File: config.mk
export PLATFORM = sky130hd
export DESIGN_NAME = iomem_latency_ctrl
export DESIGN_NICKNAME = d
export VERILOG_FILES = /design/src/rtl/iomem_latency_ctrl.sv
export SDC_FILE = /design/constraint.sdc
export NUM_CORES = 1
export LEC_CHECK = 0
export BUFFER_PORTS_ARGS = -buffer_cell sky130_fd_sc_hd__buf_4
export CAP_MARGIN = 20
export CORE_MARGIN = 4
export CORE_UTILIZATION = 40
export DETAILED_ROUTE_END_ITERATION = 8
export PLACE_DENSITY = 0.66
export SLEW_MARGIN = 10
export SYNTH_ARGS = -nofsm -noshare
export SYNTH_HDL_FRONTEND = slang
export SYNTH_SLANG_ARGS = --single-unit
File: constraint.sdc
create_clock -name clk_i -period 5.07 [get_ports clk_i]
set_clock_uncertainty 0.15 [all_clocks]
set_input_delay 0.2535 -clock clk_i [delete_from_list [all_inputs] [get_ports clk_i]]
set_output_delay 0.2535 -clock clk_i [all_outputs]
set_load 0.02 [all_outputs]
File: src/rtl/iomem_latency_ctrl.sv
// iomem-bus responder: RAM bridge with programmable read/write latency, a
// memory-mapped 64-bit timer with compare interrupt, and a timed error response.
module iomem_latency_ctrl #(
   parameter logic [31:0] RAM_BASE_ADDR   = 32'h4000_0000,
   parameter logic [31:0] RAM_MASK_ADDR   = 32'h000F_FFFF,
   parameter logic [31:0] TIMER_BASE_ADDR = 32'h3000_0000,
   parameter int unsigned RD_LAT          = 16,
   parameter int unsigned WR_LAT          = 4,
   parameter int unsigned ERR_LAT         = 8,
   parameter int unsigned TIMER_DIV       = 1,
   parameter logic [31:0] ERR_RDATA       = 32'hDEAD_BEEF
) (
   input  logic        clk_i,
   input  logic        rst_ni,
   input  logic        iomem_valid_i,
   input  logic [3:0]  iomem_wstrb_i,
   input  logic [31:0] iomem_addr_i,
   input  logic [31:0] iomem_wdata_i,
   output logic        iomem_ready_o,
   output logic [31:0] iomem_rdata_o,
   output logic [31:0] mem_addr_o,
   output logic [31:0] mem_wdata_o,
   output logic [3:0]  mem_wr_strb_o,
   output logic        mem_rd_en_o,
   input  logic [31:0] mem_rdata_i,
   output logic        timer_irq_o,
   output logic        bus_err_o
);

   typedef enum logic [2:0] {IDLE, RAM_RD, RAM_WR, TMR, ERR, RESP} state_t;

   localparam logic [7:0]  RD_CNT  = 8'(RD_LAT - 1);
   localparam logic [7:0]  WR_CNT  = 8'(WR_LAT - 1);
   localparam logic [7:0]  ERR_CNT = 8'(ERR_LAT - 1);
   localparam logic [15:0] DIV_TOP = 16'(TIMER_DIV - 1);

   state_t      state;
   logic [7:0]  cnt;
   logic [3:0]  wstrb_q;
   logic        rd_en_d;

   logic [15:0] presc;
   logic [63:0] mtime, mtimecmp;
   logic [63:0] mtime_nx, mtimecmp_nx;
   logic [31:0] tmr_rdata;
   logic        ram_hit, tmr_hit, tmr_wr, tick;

   assign ram_hit = (iomem_addr_i & ~RAM_MASK_ADDR) == RAM_BASE_ADDR;
   assign tmr_hit = iomem_addr_i[31:4] == TIMER_BASE_ADDR[31:4];
   assign tmr_wr  = (state == TMR) && (wstrb_q != 4'b0000);
   assign tick    = (presc == DIV_TOP);

   function automatic logic [31:0] merge_bytes(input logic [31:0] old_w,
                                               input logic [31:0] new_w,
                                               input logic [3:0]  strb);
      logic [31:0] res;
      res = old_w;
      for (int b = 0; b < 4; b++)
         if (strb[b]) res[8*b +: 8] = new_w[8*b +: 8];
      return res;
   endfunction

   // NOTE: every variable gets a default at the top of always_comb so no path leaves it unassigned (no latch).
   always_comb begin
      mtime_nx    = tick ? mtime + 64'd1 : mtime;
      mtimecmp_nx = mtimecmp;
      if (tmr_wr) begin
         // A write to mtime replaces the un-incremented value for this cycle.
         case (mem_addr_o[3:2])
            2'd0: mtime_nx = {mtime[63:32], merge_bytes(mtime[31:0], mem_wdata_o, wstrb_q)};
            2'd1: mtime_nx = {merge_bytes(mtime[63:32], mem_wdata_o, wstrb_q), mtime[31:0]};
            2'd2: mtimecmp_nx = {mtimecmp[63:32], merge_bytes(mtimecmp[31:0], mem_wdata_o, wstrb_q)};
            2'd3: mtimecmp_nx = {merge_bytes(mtimecmp[63:32], mem_wdata_o, wstrb_q), mtimecmp[31:0]};
         endcase
      end
   end

   always_comb begin
      tmr_rdata = 32'h0;
      case (mem_addr_o[3:2])
         2'd0: tmr_rdata = mtime[31:0];
         2'd1: tmr_rdata = mtime[63:32];
         2'd2: tmr_rdata = mtimecmp[31:0];
         2'd3: tmr_rdata = mtimecmp[63:32];
      endcase
   end

   // NOTE: sequential state uses non-blocking assignments so all registers update from pre-edge values.
   always_ff @(posedge clk_i or negedge rst_ni) begin
      if (!rst_ni) begin
         state         <= IDLE;
         cnt           <= 8'd0;
         wstrb_q       <= 4'b0000;
         rd_en_d       <= 1'b0;
         iomem_ready_o <= 1'b0;
         iomem_rdata_o <= 32'h0;
         mem_addr_o    <= 32'h0;
         mem_wdata_o   <= 32'h0;
         mem_wr_strb_o <= 4'b0000;
         mem_rd_en_o   <= 1'b0;
         bus_err_o     <= 1'b0;
      end else begin
         iomem_ready_o <= 1'b0;
         bus_err_o     <= 1'b0;
         mem_rd_en_o   <= 1'b0;
         mem_wr_strb_o <= 4'b0000;
         rd_en_d       <= mem_rd_en_o;
         // RAM data is valid the cycle after the read-enable pulse.
         if (rd_en_d) iomem_rdata_o <= mem_rdata_i;

         case (state)
            IDLE: begin
               if (iomem_valid_i) begin
                  mem_addr_o  <= iomem_addr_i;
                  mem_wdata_o <= iomem_wdata_i;
                  wstrb_q     <= iomem_wstrb_i;
                  if (ram_hit) begin
                     if (iomem_wstrb_i == 4'b0000) begin
                        state       <= RAM_RD;
                        mem_rd_en_o <= 1'b1;
                        cnt         <= RD_CNT;
                     end else begin
                        state         <= RAM_WR;
                        mem_wr_strb_o <= iomem_wstrb_i;
                        cnt           <= WR_CNT;
                     end
                  end else if (tmr_hit) begin
                     state <= TMR;
                  end else begin
                     state <= ERR;
                     cnt   <= ERR_CNT;
                  end
               end
            end
            RAM_RD, RAM_WR: begin
               if (cnt == 8'd0) begin
                  iomem_ready_o <= 1'b1;
                  state         <= RESP;
               end else begin
                  cnt <= cnt - 8'd1;
               end
            end
            ERR: begin
               if (cnt == 8'd0) begin
                  iomem_ready_o <= 1'b1;
                  iomem_rdata_o <= ERR_RDATA;
                  bus_err_o     <= 1'b1;
                  state         <= RESP;
               end else begin
                  cnt <= cnt - 8'd1;
               end
            end
            TMR: begin
               iomem_ready_o <= 1'b1;
               if (wstrb_q == 4'b0000) iomem_rdata_o <= tmr_rdata;
               state <= RESP;
            end
            RESP:    state <= IDLE;
            default: state <= IDLE;
         endcase
      end
   end

   always_ff @(posedge clk_i or negedge rst_ni) begin
      if (!rst_ni) begin
         presc       <= 16'd0;
         mtime       <= 64'd0;
         mtimecmp    <= 64'hFFFF_FFFF_FFFF_FFFF;
         timer_irq_o <= 1'b0;
      end else begin
         presc       <= tick ? 16'd0 : presc + 16'd1;
         mtime       <= mtime_nx;
         mtimecmp    <= mtimecmp_nx;
         timer_irq_o <= (mtime >= mtimecmp);
      end
   end

endmodule

==> qor.yml <==
routed_wl_um: 47500
timing.final.crit_share: 0.681
insertion_delay_ns: 0.52
r2r_start: "state[2]"
htreeDepth: 2
die_x_um: 201
first_iter_violations: 1169
r2r-end: "mtime[15]"
dieArea_sq_um: 40500
cts_resized: 0
p_per_area_nw_per_um2: 392
die_height_um: 201
netlist_area_sq_um: 14900
synth_top_area_frac: 0.335
path_clk_slew_ns: 0.06
synth.net_count: 1719
start_util: 0.407
numPortBuffers: 206
hp-class: "in2async"
worst_setup_path_start_kind: "register"
rows: 70
ant_nets: 0
cts_made_buffers: 34
finalMaxSlewViolations: 0
grt_first_pass_wirelength_um: 74700
synthArstFlopShare: 1.00
ys.flop_type: "dfrtp_1"
vias: 13124
gp_congestion: 0.909
rr_worst_depth: 6
cpPeakStageDelay_ns: 0.96
final_hold_viol_count: 0
power.leakage_nw: 8.36
setup_viol: 0
cts_buffer_depth: 3
dp_hpwl_um: 32800
cp_max_fo: 18
nets: 2005
cp.arrival_ns: 3.71
tritoncts: "built"
cp.required_ns: 5.32
endpoint_kind: "register"
min_period_ns: 3.45
root_buffer: "clkbuf_16"
avgSynthCellArea_sq_um: 9.64
grt_max_degree: 132
synth_area_leaders: "dfrtp_1 (34%), dfstp_2 (11%), nand2_1 (8.8%), ha_1 (5.7%), mux2_2 (4.9%)"
finalSetupTns_ns: 0
avgViaCountPerCell: 5.64
slew_headroom: 0.275
synth-seq-cells: 264
synth_edf_count: 0
status: "finished, final reports clean"
drc: 0
path_cells: "nand4bb_1 > nor2_2 > nand3_1 > o311ai_0 > o41ai_1 > a21o_1"
yosysWarnings: 0
vdd_drop_max_mv: 0.380
grt_antenna_before_repair: 1
maxCapViolations: 0
rrSetupSlack_ns: 1.62
syn_to_final_growth_pct: 27.1
ys_types: 81
fmax_ghz: 0.290
synth_top_cell_by_area: "dfrtp_1"
final_cells: 2328
drt_first_pass_iters: 5
grt_pass1_vias: 13242
post_drt_wl_per_cell_um: 20.4
rsz0062_at_grt: "no"
synthCells: 1548
worstSetupPathType: "reg2reg"
slowest_stage: "nor2_2"
placed_cells: 2163
grt-ovfl-total: 0
clock-sinks: 264
worst_pin_slew_ns: 1.08
drive_gt1_frac: 0.243
fp.coreArea_sq_um: 36700
ioPinCount: 207
grt_usage: 0.229
ys_seq_area_frac: 0.448
[per-layer routing]
metal / vias to the layer above / routed length (um) / track usage
met5: - / 0 / 0
met4: 0 / 1670 / 0.0796
met3: 103 / 3610 / 0.0511
met2: 541 / 22700 / 0.379
met1: 6402 / 19500 / 0.297
li1: 6078 / - / -
[how the worst max path moves through the flow]
| stage | startpoint | endpoint | slack [ns] | cells past startpoint |
|---|---|---|---|---|
| 2_1_floorplan | mem_addr_o[3] | mtime[16] | 2.67 | 9 |
| 3_3_place_gp | state[2] | mtime[15] | 1.82 | 6 |
| 3_5_place_dp | state[2] | mtime[15] | 1.67 | 6 |
| 4_1_cts | state[2] | mtime[15] | 1.67 | 6 |
| 5_1_grt | state[2] | mtime[15] | 1.47 | 6 |
| 6_report | state[2] | mtime[15] | 1.62 | 6 |
[cells by family after synthesis]
kind of cell / count (synthesis) / synth area share
DFF: 264 / 0.448
muxes: 132 / 0.121
adders and majority gates: 69 / 0.0577
buffers and inverters: 154 / 0.0409
and+or+nand+nor: 673 / 0.214
AOI/OAI and AO/OA: 229 / 0.102
xor gates and xnor gates: 27 / 0.0158
[repair_timing]
item | CTS | global route
hold buffers | 102 | 0
endpoints found under the hold margin | 182 | 0
buffers inserted | 0 | 0
[cell type report]
type	count	area, sq um
Antenna cell	1	2.50
Clock buffer	50	962
Clock inverter	11	91.3
Fill cell	3276	17700
Inverter	85	319
Multi-Input combinational cell	1130	7630
Sequential cell	264	6690
Tap cell	468	586
Timing Repair Buffer	319	2680
[synthesized netlist by cell type (27+ instances only)]
cell type    n
inv_1       83
mux4_2      32
o21ai_0     45
nand2_1    349
nor3_1      29
clkbuf_1    46
dfrtp_1    200
ha_1        68
dfstp_2     64
nor2_1      89
mux2i_1     35
a21oi_1     47
mux2_2      65
and3_1      36
nand4_1     27
nand3_1     52
[registers in the layout (all words and copies together) (netlist names)]
register and cells:
mem_wdata_o 32, iomem_ready_o 1, wstrb_q 4, rd_en_d 1
iomem_rdata_o 32, mem_wr_strb_o 4, mtimecmp 64, mem_addr_o 32
presc 16, timer_irq_o 1, bus_err_o 1, state 3
cnt 8, mem_rd_en_o 1, mtime 64
[critical path, delay by kind of cell (launching register included)]
kind	cells	cell delay, ns
flip-flops	1	0.50
AND/OR/NAND/NOR	3	2.15
AO/OA/AOI/OAI	3	0.54
[power breakdown]
part           total, mW  leakage [nW]  switching (mW)  internal (mW)
Sequential          3.02          3.16           0.562           2.45
Clock               2.32         0.522           0.943           1.37
Combinational       2.10          4.67            1.23          0.874
[per-stage QoR]
step           setup WS, ns  power, mW  instance area [sq um]  hold slack, ns   util
6_report               1.62       7.44                  19000           0.182  0.517
5_1_grt                1.47       7.81                  19000           0.247  0.517
4_1_cts                1.67       7.49                  18900           0.236  0.516
3_5_place_dp           1.67       5.09                  16900           0.180  0.459
3_3_place_gp           1.82       5.04                  16900           0.181  0.459
2_1_floorplan          2.67       4.07                  14900          -0.192      -
[cell usage in the layout (no fill, tap or decap), drive strengths merged, types with 47 or more instances in the layout]
master	synthesis	layout
a21oi	47	47
buf	22	217
clkbuf	47	50
dfrtp	200	200
dfstp	64	64
dlygate4sd3	0	102
ha	68	68
inv	83	85
mux2	65	65
nand2	350	350
nand3	52	52
nor2	90	90
No activity file was read; power rests on OpenSTA's default activity.
